`src/rtl/gnss_arith_pkg.sv`:
```
// Shared arithmetic helpers for the GNSS datapath: slice sizing and a
// packed add-result type for parents that route results as one signal.
package gnss_arith_pkg;

    localparam int unsigned ClaGroupW = 4;
    localparam int unsigned MaxAddW   = 64;

    typedef struct packed {
        logic [MaxAddW-1:0] sum;
        logic               cout;
        logic               ovf;
    } add_res_t;

    function automatic int unsigned slice_width(input int unsigned width,
                                                input int unsigned stages);
        return width / stages;
    endfunction

endpackage

```
`src/rtl/cla_4_bit.sv`:
```
// 4-bit carry-lookahead adder with group propagate/generate outputs.
module cla_4_bit (
    input  logic [3:0] a,
    input  logic [3:0] b,
    input  logic       cin,
    output logic [3:0] sum,
    output logic       pg,
    output logic       gg
);

    logic [3:0] p;
    logic [3:0] g;
    logic [3:0] c;

    always_comb begin
        p    = a ^ b;
        g    = a & b;
        c[0] = cin;
        c[1] = g[0] | (p[0] & cin);
        c[2] = g[1] | (p[1] & g[0]) | (p[1] & p[0] & cin);
        c[3] = g[2] | (p[2] & g[1]) | (p[2] & p[1] & g[0]) | (p[2] & p[1] & p[0] & cin);
        sum  = p ^ c;
        pg   = &p;
        gg   = g[3] | (p[3] & g[2]) | (p[3] & p[2] & g[1]) | (p[3] & p[2] & p[1] & g[0]);
    end

endmodule

```
`src/rtl/cla_slice.sv`:
```
// Combinational W-bit adder: 4-bit lookahead groups linked through their
// group propagate/generate terms.
module cla_slice
    import gnss_arith_pkg::*;
#(
    parameter int unsigned W = 4
) (
    input  logic [W-1:0] a,
    input  logic [W-1:0] b,
    input  logic         cin,
    output logic [W-1:0] sum,
    output logic         cout
);

    localparam int unsigned NGroups = W / ClaGroupW;

    logic [NGroups-1:0] pg;
    logic [NGroups-1:0] gg;
    logic [NGroups:0]   c;

    for (genvar g = 0; g < NGroups; g++) begin : g_grp
        cla_4_bit u_cla (
            .a   (a[g*ClaGroupW +: ClaGroupW]),
            .b   (b[g*ClaGroupW +: ClaGroupW]),
            .cin (c[g]),
            .sum (sum[g*ClaGroupW +: ClaGroupW]),
            .pg  (pg[g]),
            .gg  (gg[g])
        );
    end

    // Group carries depend only on pg/gg, never on a group's own sum.
    always_comb begin
        logic carry;
        carry = cin;
        c[0]  = carry;
        for (int g = 0; g < int'(NGroups); g++) begin
            carry  = gg[g] | (pg[g] & carry);
            c[g+1] = carry;
        end
    end

    assign cout = c[NGroups];

endmodule

```
`src/rtl/cla_pipe_adder.sv`:
```
// Pipelined carry-lookahead adder: one SLICE_W-bit slice per stage, carry
// registered between stages, valid/ready with bubble-collapsing stall.
module cla_pipe_adder
    import gnss_arith_pkg::*;
#(
    parameter int unsigned WIDTH  = 16,
    parameter int unsigned STAGES = 4
) (
    input  logic             clk,
    input  logic             rst,
    input  logic             in_valid,
    output logic             in_ready,
    input  logic [WIDTH-1:0] a,
    input  logic [WIDTH-1:0] b,
    input  logic             cin,
    output logic             out_valid,
    input  logic             out_ready,
    output logic [WIDTH-1:0] sum,
    output logic             cout,
    output logic             ovf
);

    localparam int unsigned SLICE_W = slice_width(WIDTH, STAGES);

    if (WIDTH % STAGES != 0) begin : g_bad_stages
        $error("cla_pipe_adder: WIDTH must be a multiple of STAGES");
    end
    if (SLICE_W % ClaGroupW != 0) begin : g_bad_slice
        $error("cla_pipe_adder: SLICE_W must be a multiple of 4");
    end

    logic             v_q   [STAGES];
    logic [WIDTH-1:0] a_q   [STAGES];
    logic [WIDTH-1:0] b_q   [STAGES];
    logic [WIDTH-1:0] s_q   [STAGES];
    logic             c_q   [STAGES];

    logic             v_in  [STAGES];
    logic [WIDTH-1:0] a_in  [STAGES];
    logic [WIDTH-1:0] b_in  [STAGES];
    logic [WIDTH-1:0] s_in  [STAGES];
    logic             c_in  [STAGES];
    logic [WIDTH-1:0] s_nxt [STAGES];
    logic             adv   [STAGES];

    logic [SLICE_W-1:0] slice_sum  [STAGES];
    logic               slice_cout [STAGES];

    // Ready ripples back from out_ready through the valid chain, no registers.
    always_comb begin
        logic nxt;
        nxt = out_ready;
        for (int k = int'(STAGES) - 1; k >= 0; k--) begin
            adv[k] = !v_q[k] || nxt;
            nxt    = adv[k];
        end
    end

    always_comb begin
        v_in[0] = in_valid;
        a_in[0] = a;
        b_in[0] = b;
        s_in[0] = '0;
        c_in[0] = cin;
        for (int k = 1; k < int'(STAGES); k++) begin
            v_in[k] = v_q[k-1];
            a_in[k] = a_q[k-1];
            b_in[k] = b_q[k-1];
            s_in[k] = s_q[k-1];
            c_in[k] = c_q[k-1];
        end
    end

    for (genvar k = 0; k < STAGES; k++) begin : g_stage
        cla_slice #(
            .W (SLICE_W)
        ) u_slice (
            .a    (a_in[k][k*SLICE_W +: SLICE_W]),
            .b    (b_in[k][k*SLICE_W +: SLICE_W]),
            .cin  (c_in[k]),
            .sum  (slice_sum[k]),
            .cout (slice_cout[k])
        );
    end

    always_comb begin
        for (int k = 0; k < int'(STAGES); k++) begin
            s_nxt[k] = s_in[k];
            s_nxt[k][k*SLICE_W +: SLICE_W] = slice_sum[k];
        end
    end

    always_ff @(posedge clk or posedge rst) begin
        if (rst) begin
            for (int k = 0; k < int'(STAGES); k++) begin
                v_q[k] <= 1'b0;
                a_q[k] <= '0;
                b_q[k] <= '0;
                s_q[k] <= '0;
                c_q[k] <= 1'b0;
            end
        end else begin
            for (int k = 0; k < int'(STAGES); k++) begin
                if (adv[k]) begin
                    v_q[k] <= v_in[k];
                    a_q[k] <= a_in[k];
                    b_q[k] <= b_in[k];
                    s_q[k] <= s_nxt[k];
                    c_q[k] <= slice_cout[k];
                end
            end
        end
    end

    assign in_ready  = adv[0];
    assign out_valid = v_q[STAGES-1];
    assign sum       = s_q[STAGES-1];
    assign cout      = c_q[STAGES-1];
    assign ovf       = (a_q[STAGES-1][WIDTH-1] == b_q[STAGES-1][WIDTH-1])
                    && (s_q[STAGES-1][WIDTH-1] != a_q[STAGES-1][WIDTH-1]);

endmodule
```
`config.mk`:
```
export PLATFORM = sky130hd
export DESIGN_NAME = cla_pipe_adder
export DESIGN_NICKNAME = d
export VERILOG_FILES = /design/src/rtl/gnss_arith_pkg.sv /design/src/rtl/cla_4_bit.sv /design/src/rtl/cla_slice.sv /design/src/rtl/cla_pipe_adder.sv
export SDC_FILE = /design/constraint.sdc
export NUM_CORES = 1
export LEC_CHECK = 0
export ABC_CLOCK_PERIOD_IN_PS = 4600
export CAP_MARGIN = 30
export CELL_PAD_IN_SITES_DETAIL_PLACEMENT = 1
export CELL_PAD_IN_SITES_GLOBAL_PLACEMENT = 2
export CORE_MARGIN = 2
export CORE_UTILIZATION = 37
export CTS_CLUSTER_SIZE = 28
export DETAILED_ROUTE_END_ITERATION = 8
export GPL_TIMING_DRIVEN = 1
export MAX_ROUTING_LAYER = met4
export PLACE_DENSITY_LB_ADDON = 0.1
export SETUP_SLACK_MARGIN = 0.1
export SLEW_MARGIN = 10
export SYNTH_ARGS = -nofsm -noshare
export SYNTH_HDL_FRONTEND = slang
export SYNTH_SLANG_ARGS = --single-unit
```
`constraint.sdc`:
```
create_clock -name clk -period 4.6 [get_ports clk]
set_input_delay 0.92 -clock clk [delete_from_list [all_inputs] [get_ports clk]]
set_output_delay 0.92 -clock clk [all_outputs]
set_load 0.005 [all_outputs]
```
# After elaboration in Yosys (flattened, before gate mapping)
# Index checks and enable logic that the tools add are counted.
# word_totals
regBits	176
input_bits	37
word_cells	147
# op_classes
eq_ne	2
bitwise_logic	112
n_reduce_logical	13
# ops
op	count
1-bit bitwise AND	60
1-bit bitwise OR	40
4-bit XOR	8
4-bit bitwise AND	4
4-bit AND reduction	4
1-bit logical NOT	4
1-bit logical OR	4
1-bit == test	1
1-bit logical AND	1
1-bit inequality test	1

# Longest topological paths before layout
# depth
ltp_word	6
depth_mapped	7
mapped_depth_nobuf	5

# Cells and area by module
# From an unflattened synthesis, not the netlist that was laid out.
# unflattened
hier_cells	308
hier_area_um2	4538.1
# by_module_without_submodules
module	instances	cells_per_inst	area_each_um2	seq_area_each_um2
cla_pipe_adder	1	216	3777.4	2452.4
cla_4_bit	4	22	182.7	0.0
cla_slice	4	1	7.5	0.0

# Worst setup path after synthesis
# No wires, ideal clock.
# synth_path
path_kind	input to output
start	input out_ready
end	output in_ready
arrival_time_ps	1571
path_slack_ps	2109
cell_stages	5
path_buffers	3
path_cell_list	nor2b_2 -> buf_4 -> nand4_2 -> buf_6 -> buf_2
# synth_via
elab_chain_cells	4
# synth_lines
item	line	source
from (decl)	cla_pipe_adder.sv:17	input logic out_ready,
1-bit logical OR (4 in series)	cla_pipe_adder.sv:54	adv[k] = !v_q[k] || nxt;
to (decl)	cla_pipe_adder.sv:12	output logic in_ready,
# Every way passes these cells.

# Worst setup path after layout
# Same ends and word-level chain as after synthesis.

==> metrics.md <==
| Metric | Value |
|---|---|
| Power Total | 2.64 mW |
| Critical-path maximum fanout | 18 |
| Vias | 2616 |
| Largest net degree at the start of global routing | 56 |
| Clock transition at path regs | 0.06 ns |
| H-tree Lvls | 3 |
| Num CTS Buffers | 9 |
| GPL Wtd Cong | 0.720 |
| TNS Setup | 0 ns |
| Syn nets | 399 |
| # setup viols final | 0 |
| CP Data Arrival Time | 2.36 ns |
| Area delta synth->final | 24.4% |
| Clk buf depth | 2 |
| Tot GR Track Use | 14.0% |
| Sequential fraction of the synthesis area | 58.3% |
| Flip-flop and latch area | 2450 um^2 |
| Internal | 1.93 mW |
| Vias in the first global route | 2753 |
| Measured slew at the worst slew-check pin | 0.836 ns |
| Layout cell share with drive strength beyond 1 | 19.1% |
| Commonest cells after routing, fill and taps aside | dfrtp_1, clkdlybuf4s50_1, nand2_1 |
| Worst Clk Skew | 0.00617 ns |
| Leak pwr | 2.35 nW |
| Worst setup path category | in2out |
| Placed cell area | 4920 um^2 |
| Clock share of power | 29.5% |
| First-pass GRT wire length | 13500 um |
| Worst slew margin | 44.3% |
| Io pins | 57 |
| Switching Fraction | 27.0% |
| Flop pwr share | 46.1% |
| CTS sink cnt | 98 |
| DIE AREA | 12200 um^2 |
| Hold crit path type | reg2reg |
| Area of the multi-input gates | 1630 um^2 |
| DRC | 0 |
| Critical Path RT | 3.68 ns |
| Synth top area cells | dfrtp_1, mux2_2, ha_1 |
| Row Count | 38 |
| Yosys top cell by area | dfrtp_1 |
| Period utilisation layout | 71.4% |
| Fmax | 0.305 GHz |
| Vias per cell | 4.81 |
| Power per Cell Area | 505 nW/um^2 |
| CP Launch Type | primary input |
| Post-Route WL | 7770 um |
| Yosys cell types | 23 |
| Grt total ovfl | 0 |
| Initial antenna violation count | 0 |
| Mapped cell area | 4210 um^2 |
| Yosys top cell area share | 58.3% |
| Initial Util | 38.3% |
| Antenna Nets Post-Route | 0 |
| CP endpoint kind | output port |
| Die Y | 111 um |
| Fin nets | 457 |
| Post_cts resized | 0 |
| Final Hold Fails | 0 |
| Die X | 111 um |
| Synth Register Bits | 98 |
| PortBufs | 56 |
| RSZ-0062 raised after global routing | no |
| Tmin final | 3.28 ns |
| Outcome | finished clean |
| Syn Inst Count | 342 |
| Number of fillers in the final layout | 1168 |
| Synthesis Warnings | 0 |
| Final slew viol count | 0 |
| Clk Tree Root Cell | clkbuf_16 |
| Max-cap viol count | 0 |
| Post-CTS Setup Repair Bufs | 0 |
| Design Area, Final | 5230 um^2 |
| Most common cell after layout, fill and taps aside | dfrtp_1 |
| First DRT Iteration DRCs | 63 |
| Wire per inst | 14.3 um |
| Mean post-synth cell area | 12.3 um^2 |
| Combinational power share | 24.4% |
| Antenna cells | 0 |
| Worst skew pair latency | 0.33 ns |
| Peak supply drop | 0.159 mV |
| Core area | 11000 um^2 |
| TritonRoute pass-1 iters | 3 |
| CTS tree | built |
| Total net switching power | 0.713 mW |
| Post-CTS Hold Buffers | 0 |
| Final HPWL from detailed placement | 5600 um |
state kept, by name (all words and copies together), names as in the netlist:
name	count
out_valid	1
sum	16
v_in	3
b_in	24
a_q	1
s_in	24
cout	1
a_in	24
b_q	1
c_in	3
stage by stage:
step                      utilization, %  instances  worst slack, ns  hold slack [ns]
after floorplan                        -        342             1.12            0.442
after global placement              44.6        528             1.30            0.452
after detailed placement            44.8        529             1.30            0.457
after CTS                           47.6        544             1.28            0.472
after global routing                47.6        544             1.22            0.490
final                               47.6        544             1.32            0.465
synth_stat cells:
library cell and instances:
o21bai_1 4, nor2_1 20, xor2_1 7, inv_1 13, nor2b_2 1, buf_6 2
buf_2 7, mux2_4 4, nand4_2 1, dfrtp_1 98, nand2b_1 5, ha_1 16
a21oi_1 26, nand2_1 52, clkbuf_1 4, buf_4 1, o21ai_0 13, a21o_1 4
fa_1 4, xnor2_1 4, nand3_2 1, mux2_2 50, a211oi_1 5
power groups by stage:
stage | sequential, mW | clock (mW) | combinational, mW
after floorplan | 1.20 | 0 | 0.398
after global placement | 1.23 | 0 | 0.634
after detailed placement | 1.24 | 0 | 0.658
after CTS | 1.22 | 0.813 | 0.662
after global routing | 1.25 | 0.843 | 0.732
final | 1.22 | 0.779 | 0.643
cell type report:
cell class	count	share of cell area [%]
clock inverters	5	1.53
flip-flops and latches	98	46.9
clock buffers	10	4.38
repair buffers	61	11.8
well taps	140	3.35
inverters	13	0.981
multi-input cells	217	31.1
metal layers:
layer	share of wire (%)	vias up	wire (um)	track usage [%]
li1	-	1269	-	-
met4	1.5	0	116	4.75
met3	3.4	8	261	3.24
met1	52	1295	4010	19.8
met2	44	44	3380	19.7
met5	0	-	0	-
worst max-delay path: stages:
cell and delay (ns):
clkdlybuf4s50_1 0.43, nor2b_2 0.11, buf_4 0.24, nand4_2 0.17, clkdlybuf4s50_1 0.49
worst paths after layout:
path | from | end | slack [ns] | cells past startpoint
worst min-delay path | sum[7] | sum[7] | 0.46 | 2
worst max-delay path | out_ready | in_ready | 1.32 | 5
worst max register to register | out_valid | a_in[27] | 2.60 | 4
max in group asynchronous | rst | c_in[1] | 2.78 | 3
min in group asynchronous | rst | sum[4] | 1.04 | 2
worst min register to register | sum[7] | sum[7] | 0.46 | 2
cell families after synthesis:
group,count (synthesis),share of synthesized area (%)
compound gates,52,6.96
xor+xnor,11,2.29
fa+ha+maj,20,6.66
buf+inv,27,3.06
flops,98,58.3
mux,54,14.8
simple gates,80,7.91
(Power assumes the default switching activity.)
